**src/rtl/ex_mem_wb_pipe.sv**
```systemverilog
// EX/MEM/WB back end of a 5-stage RV32 pipeline.
// This block contains the MEM pipeline register, the data-memory handshake FSM,
// load/store lane formatting, the WB pipeline register and a saturating stall counter.
module ex_mem_wb_pipe #(
   parameter int STALL_CNT_W = 32
) (
   input  logic                   clk,
   input  logic                   rst,
   input  logic                   ex_valid,
   input  logic [4:0]             ex_rd,
   input  logic                   ex_reg_file_wr,
   input  logic                   ex_mem_rd,
   input  logic                   ex_mem_wr,
   input  logic [2:0]             ex_funct3,
   input  logic [31:0]            ex_alu_result,
   input  logic [31:0]            ex_store_data,
   input  logic                   dmem_ready,
   input  logic [31:0]            dmem_rdata,
   output logic                   dmem_req,
   output logic                   dmem_we,
   output logic [31:0]            dmem_addr,
   output logic [31:0]            dmem_wdata,
   output logic [3:0]             dmem_be,
   output logic                   mem_stall,
   output logic [4:0]             rd_mem,
   output logic                   reg_file_wr_mem,
   output logic [31:0]            mem_fwd_data,
   output logic                   mem_is_load,
   output logic [4:0]             rd_wb,
   output logic                   reg_file_wr_wb,
   output logic [31:0]            wb_data,
   output logic                   misaligned,
   output logic [STALL_CNT_W-1:0] stall_cycles
);

   typedef enum logic {S_IDLE, S_WAIT} mem_state_t;

   mem_state_t  state, state_next;

   logic        mem_valid;
   logic [4:0]  mem_rd;
   logic        mem_reg_file_wr;
   logic        mem_mem_rd;
   logic        mem_mem_wr;
   logic [2:0]  mem_funct3;
   logic [31:0] mem_alu_result;
   logic [31:0] mem_store_data;

   logic        mem_access;
   logic        addr_bad;
   logic        access_go;
   logic [1:0]  size;
   logic [1:0]  addr_lo;
   logic [3:0]  be_raw;
   logic [31:0] rdata_shifted;
   logic [31:0] load_data;

   // MEM pipeline register: take the EX instruction unless memory is stalling
   always_ff @(posedge clk) begin
      if (rst) begin
         mem_valid       <= 1'b0;
         mem_rd          <= 5'd0;
         mem_reg_file_wr <= 1'b0;
         mem_mem_rd      <= 1'b0;
         mem_mem_wr      <= 1'b0;
         mem_funct3      <= 3'd0;
         mem_alu_result  <= 32'd0;
         mem_store_data  <= 32'd0;
      end else if (!mem_stall) begin
         mem_valid       <= ex_valid;
         mem_rd          <= ex_rd;
         mem_reg_file_wr <= ex_reg_file_wr;
         mem_mem_rd      <= ex_mem_rd;
         mem_mem_wr      <= ex_mem_wr;
         mem_funct3      <= ex_funct3;
         mem_alu_result  <= ex_alu_result;
         mem_store_data  <= ex_store_data;
      end
   end

   assign size       = mem_funct3[1:0];
   assign addr_lo    = mem_alu_result[1:0];
   assign mem_access = mem_valid & (mem_mem_rd | mem_mem_wr);
   assign addr_bad   = ((size == 2'b01) & addr_lo[0]) | ((size == 2'b10) & (addr_lo != 2'b00));
   assign access_go  = mem_access & ~addr_bad;
   assign misaligned = mem_access & addr_bad;

   assign rd_mem          = mem_rd;
   assign reg_file_wr_mem = mem_valid & mem_reg_file_wr;
   assign mem_fwd_data    = mem_alu_result;
   assign mem_is_load     = mem_valid & mem_mem_rd;

   // Memory handshake state register
   always_ff @(posedge clk) begin
      if (rst) state <= S_IDLE;
      else     state <= state_next;
   end

   // Request generation and IDLE/WAIT transitions; the held MEM register keeps the request stable in WAIT
   always_comb begin
      state_next = state;
      dmem_req   = 1'b0;
      case (state)
         S_IDLE: begin
            if (access_go) begin
               dmem_req = 1'b1;
               if (!dmem_ready) state_next = S_WAIT;
            end
         end
         S_WAIT: begin
            dmem_req = 1'b1;
            if (dmem_ready) state_next = S_IDLE;
         end
         default: state_next = S_IDLE;
      endcase
   end

   assign mem_stall = dmem_req & ~dmem_ready;
   assign dmem_we   = dmem_req & mem_mem_wr;
   assign dmem_addr = {mem_alu_result[31:2], 2'b00};
   assign dmem_be   = dmem_req ? be_raw : 4'b0000;

   // Byte-lane enables and replicated store data by access size
   always_comb begin
      be_raw     = 4'b0000;
      dmem_wdata = mem_store_data;
      case (size)
         2'b00: begin
            be_raw     = 4'b0001 << addr_lo;
            dmem_wdata = {4{mem_store_data[7:0]}};
         end
         2'b01: begin
            be_raw     = 4'b0011 << addr_lo;
            dmem_wdata = {2{mem_store_data[15:0]}};
         end
         2'b10: begin
            be_raw     = 4'b1111;
         end
         default: begin
            be_raw     = 4'b0000;
         end
      endcase
   end

   assign rdata_shifted = dmem_rdata >> {addr_lo, 3'b000};

   // Load lane select then sign or zero extension (funct3[2] set means unsigned)
   always_comb begin
      load_data = dmem_rdata;
      case (size)
         2'b00:   load_data = {{24{~mem_funct3[2] & rdata_shifted[7]}}, rdata_shifted[7:0]};
         2'b01:   load_data = {{16{~mem_funct3[2] & rdata_shifted[15]}}, rdata_shifted[15:0]};
         default: load_data = dmem_rdata;
      endcase
   end

   // WB register: a write is only qualified on the completion cycle, never for stores, misaligned ops or x0
   always_ff @(posedge clk) begin
      if (rst) begin
         rd_wb          <= 5'd0;
         reg_file_wr_wb <= 1'b0;
         wb_data        <= 32'd0;
      end else begin
         rd_wb          <= mem_rd;
         wb_data        <= mem_mem_rd ? load_data : mem_alu_result;
         reg_file_wr_wb <= mem_valid & ~mem_stall & mem_reg_file_wr & ~mem_mem_wr
                           & ~addr_bad & (mem_rd != 5'd0);
      end
   end

   // Saturating count of stalled cycles
   always_ff @(posedge clk) begin
      if (rst) begin
         stall_cycles <= '0;
      end else if (mem_stall && (stall_cycles != {STALL_CNT_W{1'b1}})) begin
         stall_cycles <= stall_cycles + STALL_CNT_W'(1);
      end
   end

endmodule

```
**config.mk**
```make
export PLATFORM = sky130hd
export DESIGN_NAME = ex_mem_wb_pipe
export DESIGN_NICKNAME = d
export VERILOG_FILES = /design/src/rtl/ex_mem_wb_pipe.sv
export SDC_FILE = /design/constraint.sdc
export NUM_CORES = 1
export LEC_CHECK = 0
export ABC_AREA = 1
export CAP_MARGIN = 20
export CORE_MARGIN = 4
export CORE_UTILIZATION = 55
export DETAILED_ROUTE_END_ITERATION = 7
export DONT_BUFFER_PORTS = 1
export PLACE_DENSITY = 0.67
export SLEW_MARGIN = 20
export SYNTH_ARGS = -nofsm -noshare
export SYNTH_HDL_FRONTEND = slang
export SYNTH_SLANG_ARGS = --single-unit
```
**constraint.sdc**
```tcl
create_clock -name clk -period 2.11 [get_ports clk]
set_clock_uncertainty 0.1 [all_clocks]
set_input_delay 0.211 -clock clk [delete_from_list [all_inputs] [get_ports clk]]
set_output_delay 0.211 -clock clk [all_outputs]
set_load 0.005 [all_outputs]
```
==> results of run 1 <==
[state kept, by name, summed over array words and instances (netlist names), 3 cells and up]
register / count
stall_cycles: 32
rd_wb: 5
mem_fwd_data: 32
mem_funct3: 3
wb_data: 32
rd_mem: 5
mem_store_data: 32
[cells in the mapped netlist, drive strengths merged, types with 3 or more instances]
| cell type | instances |
|---|---|
| clkbuf | 33 |
| dfxtp | 147 |
| buf | 68 |
| nor2 | 240 |
| inv | 79 |
| nor3 | 5 |
| a31oi | 6 |
| nand3 | 65 |
| xor2 | 5 |
| o21ai | 121 |
| nand2 | 282 |
| nand4 | 3 |
| a21oi | 85 |
| o211ai | 9 |
| xnor2 | 5 |
[routing by layer]
| metal | global-route usage | wire length [µm] | vias to the layer above |
|---|---|---|---|
| li1 | - | - | 3799 |
| met1 | 0.389 | 10200 | 3509 |
| met2 | 0.500 | 11800 | 453 |
| met3 | 0.103 | 2410 | 96 |
| met4 | 0.125 | 869 | 0 |
| met5 | 0 | 0 | - |
[metrics by stage]
step	total power, mW	setup slack, ns
2_1_floorplan	3.76	0.247
3_3_place_gp	3.89	0.209
3_5_place_dp	3.90	0.160
4_1_cts	6.98	-0.0663
5_1_grt	7.31	-0.0281
6_report	7.01	0.0631
[what timing repair did]
item,in CTS,in global routing
setup buffers,0,3
endpoints found under the setup margin,20,32
gates cloned,1,0
pin swaps,0,2
hold endpoints to repair,140,0
resized for setup,2,24
hold buffers,104,0
[power breakdown]
group	internal (mW)	switching [mW]
Combinational	0.398	0.586
Clock	1.69	1.22
Sequential	2.95	0.162
[area by class of cell]
cell class / count / area (µm²)
clock buffers: 21 / 460
clock inverters: 11 / 104
fillers: 1084 / 4060
inverters: 79 / 308
multi-input cells: 835 / 3750
flip-flops and latches: 147 / 2950
well taps: 176 / 220
repair buffers: 148 / 1490
[worst max path at each step]
| stage | from | endpoint | slack (ns) | depth (start not counted) |
|---|---|---|---|---|
| finish | mem_funct3[1] | dmem_be[2] | 0.06 | 7 |
| detailed placement | mem_funct3[0] | wb_data[30] | 0.16 | 7 |
| global route | mem_funct3[1] | dmem_be[2] | -0.03 | 7 |
| global placement | mem_funct3[1] | wb_data[23] | 0.21 | 8 |
| floorplan | stall_cycles[0] | stall_cycles[30] | 0.25 | 10 |
| CTS | mem_funct3[0] | dmem_be[1] | -0.07 | 6 |
[worst min-delay path: stages]
cell,delay [ns]
nand2_1,0.04
a31oi_1,0.09
nor2_1,0.11
nor2_1,0.04
[cells by family (layout without fill, tap and decap cells)]
group                    Yosys count  in the layout  share of synthesized area
buffers and inverters            180            259                      0.120
XOR/XNOR                          10             10                     0.0116
flip-flops                       147            147                      0.390
AND/OR/NAND/NOR                  598            598                      0.321
other                              1              2                   0.000497
adder cells (fa/ha/maj)            1              1                    0.00166
AO/OA/AOI/OAI                    224            224                      0.155
[cell usage in the layout (no fill, tap or decap), drive strengths merged, types with 2 or more instances in the layout]
master,count
o211ai,9
buf,44
dfxtp,147
o21ai,121
dlygate4sd3,103
clkbuf,21
nand2,282
a21oi,85
nor3,5
nand3,65
nor2,240
inv,80
conb,2
nand4,3
xor2,5
a31oi,6
clkinvlp,6
xnor2,5
clkinv,3
==> summary.md, run 1 <==
| Metric | Value |
|---|---|
| Outcome | `finished clean` |
| DP Area | `7530 µm²` |
| CTS tree | `yes` |
| Largest net degree at the start of global routing | `67` |
| Clock root buffer | `clkbuf_16` |
| Post-synth cell types | `36` |
| Vias in the first global route | `7365` |
| Area share of the largest cell type after synthesis | `0.390` |
| Starting Density | `0.566` |
| Net total in the final layout | `1340` |
| Post-Route WL | `25.3 mm` |
| CP max-delay cell | `dfxtp_4` |
| Number of antenna diodes | `0` |
| Htree depth | `4` |
| Hold depth | `4` |
| Actual slew at the worst max-slew pin | `0.617 ns` |
| Initial antenna violation count | `0` |
| Tcrit/Tclk final | `0.970` |
| # IOs | `292` |
| Ys flop type | `dfxtp_1` |
| CTS Buffer Depth | `2` |
| Syn-to-layout area delta | `23.0%` |
| Drt initial violations | `746` |
| Crit path max fanout | `13` |
| Max incr delay on CP | `0.37 ns` |
| Max-cap check violation count | `0` |
| R2R Setup Slk | `0.15 ns` |
| CP endpoint kind | `primary output` |
| Gate Count Post-Synth | `1161` |
| TNS Setup | `0 ns` |
| Worst min path class | `input pin to flip-flop` |
| Tmin final | `2.05 ns` |
| Final core utilization | `0.696` |
| Delay-heaviest family, CP | `simple AND/OR/NAND/NOR gates` |
| Dpl cells | `1277` |
| Critical path class | `flip-flop to primary output` |
| Row cnt | `42` |
| Critical path data required time | `1.80 ns` |
| CTS buffer count | `17` |
| Die height | `125 µm` |
| Hold Path Origin | `dmem_rdata[30]` |
| Grt total ovfl | `0` |
| Synth Register Bits | `147` |
| PortBufs | `0` |
| Hold_ws | `0.0136 ns` |
| Maximum clock rate | `489 MHz` |
| EDFF count, synth | `0` |
| Hold violation total from the final report | `0` |
| Clk sink count | `147` |
| Share of cells above drive strength 1 | `0.0894` |
| Fraction of registers with async set/reset | `0` |
| Hold Crit Endpoint | `wb_data[14]` |
| CTS clk-pin slew, worst paths | `0.06 ns` |
| Register area share after synthesis | `0.390` |
| Buf/Inv on CP | `2` |
| Ranking of synthesized cells by area | `dfxtp_1 (39%), nand2_1 (14%), nor2_1 (12%)` |
| Die X-Extent | `125 µm` |
| VDD IR max | `646 µV` |
| Hpwl dp | `16.6 mm` |
| Design area | `9290 µm²` |
| Drt drc | `0` |
| Power density over the cells | `755 nW/µm²` |
| # setup viols final | `0` |
| Die ar. | `15700 µm²` |
| Crit Reg-Reg Startpoint | `mem_funct3[1]` |
| DR WL/cell | `17.8 µm` |
| Via count | `7857` |
| Startpoint types | `flip-flop` |
| Crit path DAT | `1.74 ns` |
| Max transition margin | `0.588` |
| Final Max Tran Viols | `0` |
| Ys Warns | `0` |
| Global Route Usage Sum | `0.312` |
| R2R Path End | `mem_store_data[20]` |
| Biggest area consumer among synthesized cells | `dfxtp_1` |
| Post-route insts no fill | `1417` |
| DR pass1 iterations | `6` |
| Remaining antenna violation count | `0` |
| First-pass GRT wire length | `39.7 mm` |
| Post-Syn Area | `7550 µm²` |
| Worst R2R Path Depth | `10` |
| Via density | `5.54` |
| Syn Area/Cell | `6.50 µm²` |
| Crit-path cells | `inv_8 -> nor2_1 -> nand2_2 -> nand3_4 -> nand2_4 -> clkinvlp_4 -> nor3_4` |
| Worst-Skew Late Latency | `0.42 ns` |
| Pleak | `3.80 nW` |
| RePlAce Congestion | `0.921` |
| Core area | `13300 µm²` |
Power figures use the tool's default switching activity.
==> inputs of run 2 (changes only) <==
Settings changed: CORE_UTILIZATION 55 to 45, PLACE_DENSITY 0.67 to 0.57.
==> run 2 against run 1 <==
Against the previous run:
- count of clock-buffer cells in the layout decreased by 2
- die area rose by 21%
- worst hold slack improved by 0.011 ns
- register-to-register slack better by 0.04 ns
==> summary.md, run 2 (synthesis gave the netlist of run 1 again) <==
| Metric | Value |
|---|---|
| First-pass GRT wire length | `38.5 mm` |
| Share of cells above drive strength 1 | `0.0886` |
| Row cnt | `47` |
| Fillers | `1657` |
| Final core utilization | `0.562` |
| Setup slack after layout | `0.0782 ns` |
| Drt initial violations | `519` |
| Die X-Extent | `138 µm` |
| Grt total ovfl | `0` |
| Reg area | `2950 µm²` |
| Pleak | `3.78 nW` |
| # setup viols final | `0` |
| CTS Buffer Depth | `2` |
| Final Max Tran Viols | `0` |
| Buf/Inv on CP | `2` |
| Actual slew at the worst max-slew pin | `0.641 ns` |
| Maximum clock rate | `492 MHz` |
| Tmin final | `2.03 ns` |
| Syn-to-layout area delta | `22.9%` |
| Crit-path cells | `buf_4 -> nand3_2 -> nand3_4 -> nand2_4 -> clkinvlp_4 -> nor3_4` |
| Max incr delay on CP | `0.31 ns` |
| RSZ-0062 raised after global routing | `true` |
| CTS tree | `yes` |
| DR pass1 iterations | `6` |
| Drt drc | `0` |
| Met3 Use GR | `0.100` |
| Power density over the cells | `741 nW/µm²` |
| PnR Total Power | `6.88 mW` |
| Starting Density | `0.457` |
| # IOs | `292` |
| Via count | `7572` |
| CP max-delay cell | `dfxtp_1` |
| Initial antenna violation count | `1` |
| Delay-heaviest family, CP | `simple AND/OR/NAND/NOR gates` |
| Max-cap check violation count | `0` |
| Global Route Usage Sum | `0.258` |
| Crit path max fanout | `13` |
| Largest net degree at the start of global routing | `69` |
| Hold violation total from the final report | `0` |
| Worst-Skew Late Latency | `0.42 ns` |
| CTS buffer count | `17` |
| PortBufs | `0` |
| Crit path DAT | `1.72 ns` |
| VDD IR max | `563 µV` |
| Tcrit/Tclk final | `0.963` |
| Post-Route WL | `25.0 mm` |
| Met1 usage | `0.331` |
| Htree depth | `4` |
| Post-Place Setup Slack | `0.239 ns` |
| Clock root buffer | `clkbuf_16` |
| R2R Setup Slk | `0.19 ns` |
| Worst min path class | `input pin to flip-flop` |
| DR WL/cell | `17.1 µm` |
| Remaining antenna violation count | `0` |
| Vias in the first global route | `7190` |
| Busiest grt layer | `met2` |
| CTS clk-pin slew, worst paths | `0.06 ns` |
| Outcome | `finished clean` |
| Core area | `16500 µm²` |
| Die height | `138 µm` |
| Clk sink count | `147` |
| RePlAce Congestion | `0.892` |
| Design area | `9280 µm²` |
| CP endpoint kind | `primary output` |
| Net total in the final layout | `1341` |
| Via density | `5.18` |
| Most common cell after layout, fill and taps aside | `nand2_1` |
| Hpwl dp | `17.4 mm` |
| Area of the multi-input gates | `3750 µm²` |
| Highest-count cells in the layout ignoring fill and taps | `nand2_1 (275), nor2_1 (232), dfxtp_1 (142), o21ai_0 (120), dlygate4sd3_1 (103)` |
| Max transition margin | `0.572` |
| DP Area | `7600 µm²` |
| Die ar. | `18900 µm²` |
| Critical path data required time | `1.80 ns` |
| Met2 Track Usage GR | `0.400` |
| Critical path class | `flip-flop to primary output` |
| Startpoint types | `flip-flop` |
## run 2: timing repair
action | in CTS | in global routing
buffers inserted | 0 | 2
hold endpoints to repair | 140 | 0
pin swaps | 0 | 2
hold buffers | 104 | 0
setup endpoints to repair | 18 | 16
resized for setup | 4 | 15
## run 2: metrics by stage
stage	hold WS, ns	instances	TNS (ns)
6_report	0.0246	1463	0
3_3_place_gp	0.189	1324	0
2_1_floorplan	0.246	1162	0
3_5_place_dp	0.190	1324	0
4_1_cts	0.00502	1460	0
5_1_grt	0.0262	1463	-0.0245
## run 2: power by group
part	internal [mW]	leakage, nW	switching [mW]	total, mW
logic	0.389	2.31	0.566	0.956
registers	2.95	1.21	0.156	3.11
clock network	1.55	0.253	1.27	2.82
## run 2: area by class of cell
type | count | area share
clock buffer | 19 | 0.0477
sequential | 147 | 0.318
timing repair buffer | 149 | 0.157
tap | 220 | 0.0297
inverter | 79 | 0.0329
clock inverter | 13 | 0.0108
multi-input combinational | 835 | 0.404
antenna | 1 | 0.000270
## run 2: worst paths after layout
kind | cells after the start | to | start
hold / removal | 4 | wb_data[13] | dmem_rdata[13]
hold reg to reg | 2 | mem_store_data[12] | mem_store_data[12]
setup / recovery | 6 | dmem_be[2] | mem_fwd_data[0]
setup reg to reg | 9 | wb_data[26] | mem_funct3[1]
## run 2: worst register-to-register path, delay by kind of cell (launching register included)
| kind | cells | cell delay (ns) |
|---|---|---|
| buf+inv | 4 | 0.41 |
| flops | 1 | 0.39 |
| simple gates | 5 | 0.93 |
## run 2: metal layers
layer	vias up	wire length (µm)
met4	0	526
met1	3388	10700
met5	-	0
met3	57	2480
met2	316	11200
li1	3811	-
